--- config.mk ---
export PLATFORM = sky130hd
export DESIGN_NAME = uart_tx_ctrl
export DESIGN_NICKNAME = d
export VERILOG_FILES = /design/src/rtl/uart_pkg.sv /design/src/rtl/uart_par_calc.sv /design/src/rtl/uart_tx_ctrl.sv
export SDC_FILE = /design/constraint.sdc
export NUM_CORES = 1
export LEC_CHECK = 0
export ABC_AREA = 0
export BUFFER_PORTS_ARGS = -buffer_cell sky130_fd_sc_hd__buf_2
export CAP_MARGIN = 30
export CORE_MARGIN = 4
export CORE_UTILIZATION = 44
export CTS_CLUSTER_SIZE = 8
export DETAILED_ROUTE_END_ITERATION = 8
export PLACE_DENSITY = 0.63
export RECOVER_POWER = 25
export SLEW_MARGIN = 20
export SYNTH_ARGS = -nofsm -noshare
export SYNTH_HDL_FRONTEND = slang
export SYNTH_SLANG_ARGS = --single-unit
--- constraint.sdc ---
create_clock -name CLK -period 3.3 [get_ports CLK]
set_clock_uncertainty 0.2 [all_clocks]
set_input_delay 0.33 -clock CLK [delete_from_list [all_inputs] [get_ports CLK]]
set_output_delay 0.33 -clock CLK [all_outputs]
set_load 0.05 [all_outputs]
--- src/rtl/uart_pkg.sv ---
// Shared definitions for the UART transmit path: FSM states, parity
// type encodings and the default payload width.
package uart_pkg;

    localparam int DEFAULT_DATA_WIDTH = 8;

    localparam logic PAR_EVEN = 1'b0;
    localparam logic PAR_ODD  = 1'b1;

    typedef enum logic [2:0] {
        IDLE,
        ARMED,
        START,
        DATA,
        PARITY,
        STOP
    } tx_state_e;

endpackage

--- src/rtl/uart_par_calc.sv ---
// Combinational parity generator: even parity is the XOR-reduction of the
// payload, odd parity is its inverse.
module uart_par_calc
    import uart_pkg::*;
#(
    parameter int DATA_WIDTH = DEFAULT_DATA_WIDTH
) (
    input  logic [DATA_WIDTH-1:0] data,
    input  logic                  par_type,
    output logic                  par_bit
);

    assign par_bit = (^data) ^ (par_type == PAR_ODD);

endmodule

--- src/rtl/uart_tx_ctrl.sv ---
// UART transmit controller: latches a payload on request and serialises it
// as start / LSB-first data / optional parity / stop, one bit per TX_tick.
module uart_tx_ctrl
    import uart_pkg::*;
#(
    parameter int DATA_WIDTH = DEFAULT_DATA_WIDTH
) (
    input  logic                  CLK,
    input  logic                  RST,
    input  logic                  TX_tick,
    input  logic                  DATA_VALID,
    input  logic [DATA_WIDTH-1:0] P_DATA,
    input  logic                  PAR_EN,
    input  logic                  PAR_TYP,
    output logic                  TX_OUT,
    output logic                  busy
);

    localparam int              CNT_W    = (DATA_WIDTH > 1) ? $clog2(DATA_WIDTH) : 1;
    localparam logic [CNT_W-1:0] LAST_BIT = CNT_W'(DATA_WIDTH - 1);

    tx_state_e               state;
    tx_state_e               state_next;
    logic [DATA_WIDTH-1:0]   shift_reg;
    logic [DATA_WIDTH-1:0]   shift_rot;
    logic [CNT_W-1:0]        bit_cnt;
    logic                    par_en_lat;
    logic                    par_typ_lat;
    logic                    par_bit;
    logic                    last_bit;
    logic                    tx_next;
    logic                    busy_next;

    // The shift register rotates rather than shifts: after DATA_WIDTH rotations
    // it holds the original payload again, exactly when the parity bit is needed.
    assign shift_rot = (shift_reg >> 1) | (shift_reg << (DATA_WIDTH - 1));
    assign last_bit  = (bit_cnt == LAST_BIT);

    uart_par_calc #(
        .DATA_WIDTH (DATA_WIDTH)
    ) u_par_calc (
        .data     (shift_reg),
        .par_type (par_typ_lat),
        .par_bit  (par_bit)
    );

    always_ff @(posedge CLK or negedge RST) begin
        if (!RST) begin
            state <= IDLE;
        end else begin
            state <= state_next;
        end
    end

    always_comb begin
        state_next = state;
        case (state)
            IDLE:    if (DATA_VALID)            state_next = ARMED;
            ARMED:   if (TX_tick)               state_next = START;
            START:   if (TX_tick)               state_next = DATA;
            DATA:    if (TX_tick && last_bit)   state_next = par_en_lat ? PARITY : STOP;
            PARITY:  if (TX_tick)               state_next = STOP;
            STOP:    if (TX_tick)               state_next = IDLE;
            default:                            state_next = IDLE;
        endcase
    end

    always_comb begin
        tx_next   = TX_OUT;
        busy_next = busy;
        case (state)
            IDLE: begin
                tx_next = 1'b1;
                if (DATA_VALID) busy_next = 1'b1;
            end
            ARMED:  if (TX_tick) tx_next = 1'b0;
            START:  if (TX_tick) tx_next = shift_reg[0];
            DATA: begin
                if (TX_tick) begin
                    if (!last_bit)       tx_next = shift_reg[0];
                    else if (par_en_lat) tx_next = par_bit;
                    else                 tx_next = 1'b1;
                end
            end
            PARITY: if (TX_tick) tx_next = 1'b1;
            STOP: begin
                tx_next = 1'b1;
                if (TX_tick) busy_next = 1'b0;
            end
            default: begin
                tx_next   = 1'b1;
                busy_next = 1'b0;
            end
        endcase
    end

    // Registered outputs plus the payload, counter and parity-control latches.
    always_ff @(posedge CLK or negedge RST) begin
        if (!RST) begin
            TX_OUT      <= 1'b1;
            busy        <= 1'b0;
            shift_reg   <= '0;
            bit_cnt     <= '0;
            par_en_lat  <= 1'b0;
            par_typ_lat <= 1'b0;
        end else begin
            TX_OUT <= tx_next;
            busy   <= busy_next;
            case (state)
                IDLE: begin
                    if (DATA_VALID) begin
                        shift_reg   <= P_DATA;
                        par_en_lat  <= PAR_EN;
                        par_typ_lat <= PAR_TYP;
                    end
                end
                START: begin
                    if (TX_tick) begin
                        shift_reg <= shift_rot;
                        bit_cnt   <= '0;
                    end
                end
                DATA: begin
                    if (TX_tick && !last_bit) begin
                        shift_reg <= shift_rot;
                        bit_cnt   <= bit_cnt + 1'b1;
                    end
                end
                default: ;
            endcase
        end
    end

endmodule

==> impl_metrics.tcl <==
set metrics [dict create \
    status "complete, no violations" \
    p_sw_uw 422 \
    start_util 0.474 \
    fin_crit_sh 0.648 \
    wl_mm 2.04 \
    clock_sinks 18 \
    final_cells 152 \
    path_cells "ha_1 > ha_1 > nand3b_1 > a31oi_4 > nor2_1 > a21oi_1" \
    worst_slew_pin_slew_ns 0.984 \
    setup_tns_ns 0 \
    hold_path.class "input port to flop" \
    ys.flop_type "dfrtp_1" \
    synth_warnings 0 \
    drtIter0Drc 16 \
    grtUsageTotal 0.137 \
    synth_top_area_cell "dfrtp_1" \
    crit_required_ns 3.33 \
    postCtsSetupRepairBufs 0 \
    fin_ws_ns 1.16 \
    async_flop_share 1.00 \
    synth-edff-count 0 \
    power_leakage_nw 0.500 \
    end_kind "flop" \
    row_count 17 \
    relSlewSlack 0.344 \
    hold_violations 0 \
    drc 0 \
    worstPathArrival_ns 2.17 \
    viasPerCell 5.43 \
    diodes 0 \
    cts_tree "built" \
    rsz0062_at_grt "no" \
    clock_tree.root_cell "clkbuf_4" \
    core-area_mm2 0.00228 \
    port_buffers 15 \
    ys_top_cells_by_area "dfrtp_1 (39%), mux2i_1 (7.4%), a21oi_1 (5.1%), nor2_1 (4.2%), xnor2_1 (4.1%)" \
    swShare 0.398 \
    p_seq_frac 0.393 \
    die_y_um 57.5 \
    path_class "flop to flop" \
    hpwl_mm 1.47 \
    power.clock.fraction 0.130 \
    antenna_found_initial 0 \
    syn_inst 111 \
    drive_gt1_frac 0.202 \
    combinationalPowerShare 0.477 \
    cp-start-kind "flop" \
    postCtsResizedCells 0 \
    holdWs_ns 0.0575 \
    die_x_um 57.5 \
    netlist.area_leader.share 0.394 \
    area_growth_pct 10.4 \
    max_freq_mhz 468 \
    syn_avg_cell_area_um2 9.73 \
    finalPower_mw 1.06 \
    via_count 826 \
    h-tree-depth 1 \
    cap_viol_max_count 0 \
    r2r_slack_ns 1.16 \
    fin_crit_ns 2.14 \
    numCtsBuffers 3 \
    path_clk_slew_ns 0.10 \
    worstPathMaxFanout 16 \
    pre_cts_slack_ns 1.18 \
    io_pins 16 \
    synth_nets 127 \
    clk_latency_ns 0.29 \
    path_buf_inv 0 \
    synth.distinct_cells 31 \
    slowest_delay_ns 0.47 \
    cts_buffer_depth 2 \
    cp_common_cell "ha_1" \
    largest_register_ffs 8 \
    place_inst 147 \
    cts_hold_buf 1 \
    fin_nets 141 \
    report.final.setup_viol 0 \
    vdd_drop_max_uv 437 \
    synth.cell_area_mm2 0.00108 \
    yosysSeqAreaShare 0.418 \
    grt_max_degree 19 \
    p_int_uw 638 \
    wl_per_cell_um 13.4 \
    path_delay_family "compound AO/OA/AOI/OAI gates" \
    power.density_mw_per_mm2 889 \
    grt_pass1_wl_mm 3.58 \
    final_antenna_net_count 0 \
    cp_slowest_cell "a31oi_4" \
    gp_congestion 0.709 \
    first_global_vias 841 \
    ys_ff_latch 18 \
    grt_overflow 0 \
    first_pass_iters 4 \
    die_area_mm2 0.00331 \
    drv_slew 0 \
]
[area by class of cell]
class / count / area, µm²
fillers: 201 / 1080
multi-input cells: 83 / 574
flip-flops and latches: 18 / 452
repair buffers: 16 / 83.8
clock buffers: 4 / 36.3
well taps: 28 / 35.0
inverters: 3 / 11.3
[per-layer routing]
| layer | vias to the layer above | global-route usage | share of wire |
|---|---|---|---|
| li1 | 418 | - | - |
| met1 | 392 | 0.192 | 0.50 |
| met4 | 0 | 0.0364 | 0.0069 |
| met5 | - | 0 | 0 |
| met3 | 2 | 0.0520 | 0.047 |
| met2 | 14 | 0.198 | 0.45 |
[power by group through the flow]
stage | sequential, mW | clock [mW] | combinational [mW]
after floorplan | 0.406 | 0 | 0.449
after global placement | 0.416 | 0 | 0.496
after detailed placement | 0.421 | 0 | 0.504
after global routing | 0.433 | 0.150 | 0.571
final | 0.416 | 0.138 | 0.506
after CTS | 0.416 | 0.143 | 0.510
[final timing paths]
kind,from,end,depth (start not counted)
max,bit_cnt[0]$_DFFE_PN0P_,shift_reg[4]$_DFFE_PN0P_,6
min,PAR_TYP,par_typ_lat$_DFFE_PN0P_,2
max reg2reg,bit_cnt[0]$_DFFE_PN0P_,shift_reg[4]$_DFFE_PN0P_,6
min reg2reg,busy$_DFFE_PN0P_,busy$_DFFE_PN0P_,1
max in group asynchronous,RST,bit_cnt[2]$_DFFE_PN0P_,2
min in group asynchronous,RST,shift_reg[2]$_DFFE_PN0P_,2
[cells by family (layout without fill, tap and decap cells)]
family,count (synthesis),after routing,synth area share
flip-flops,18,18,0.418
AND/OR/NAND/NOR,36,36,0.161
XOR/XNOR,8,8,0.0776
adder cells (fa/ha/maj),2,2,0.0232
multiplexers,10,10,0.0950
AO/OA/AOI/OAI,27,27,0.175
buffers and inverters,10,23,0.0498
[synthesized netlist by cell type (all sizes together) (3+ instances only)]
cell type and number:
o21ai 4, xnor2 5, nor2 12, inv 3
nand2 11, buf 3, clkbuf 4, dfrtp 17
a22o 3, a21oi 13, mux2i 8, nor3 4
nand3b 4
[layout by cell type, fill, tap and decap left out, types with 2 or more instances in the layout]
master    instances
dfrtp_1          17
buf_2            14
nor2_1           12
nand2_1          11
a21oi_1          11
mux2i_1           8
xnor2_1           5
nand3b_1          4
o21ai_0           4
nor3_1            4
inv_1             3
a22o_1            3
clkbuf_4          3
a21oi_2           2
mux2_2            2
a211oi_1          2
xor2_1            2
ha_1              2
[through the flow]
| step | instance area (µm²) | utilization |
|---|---|---|
| floorplan | 1080 | - |
| global placement | 1150 | 0.504 |
| detailed placement | 1150 | 0.504 |
| CTS | 1190 | 0.524 |
| global route | 1190 | 0.524 |
| finish | 1190 | 0.524 |
No activity file was read; power rests on OpenSTA's default activity.
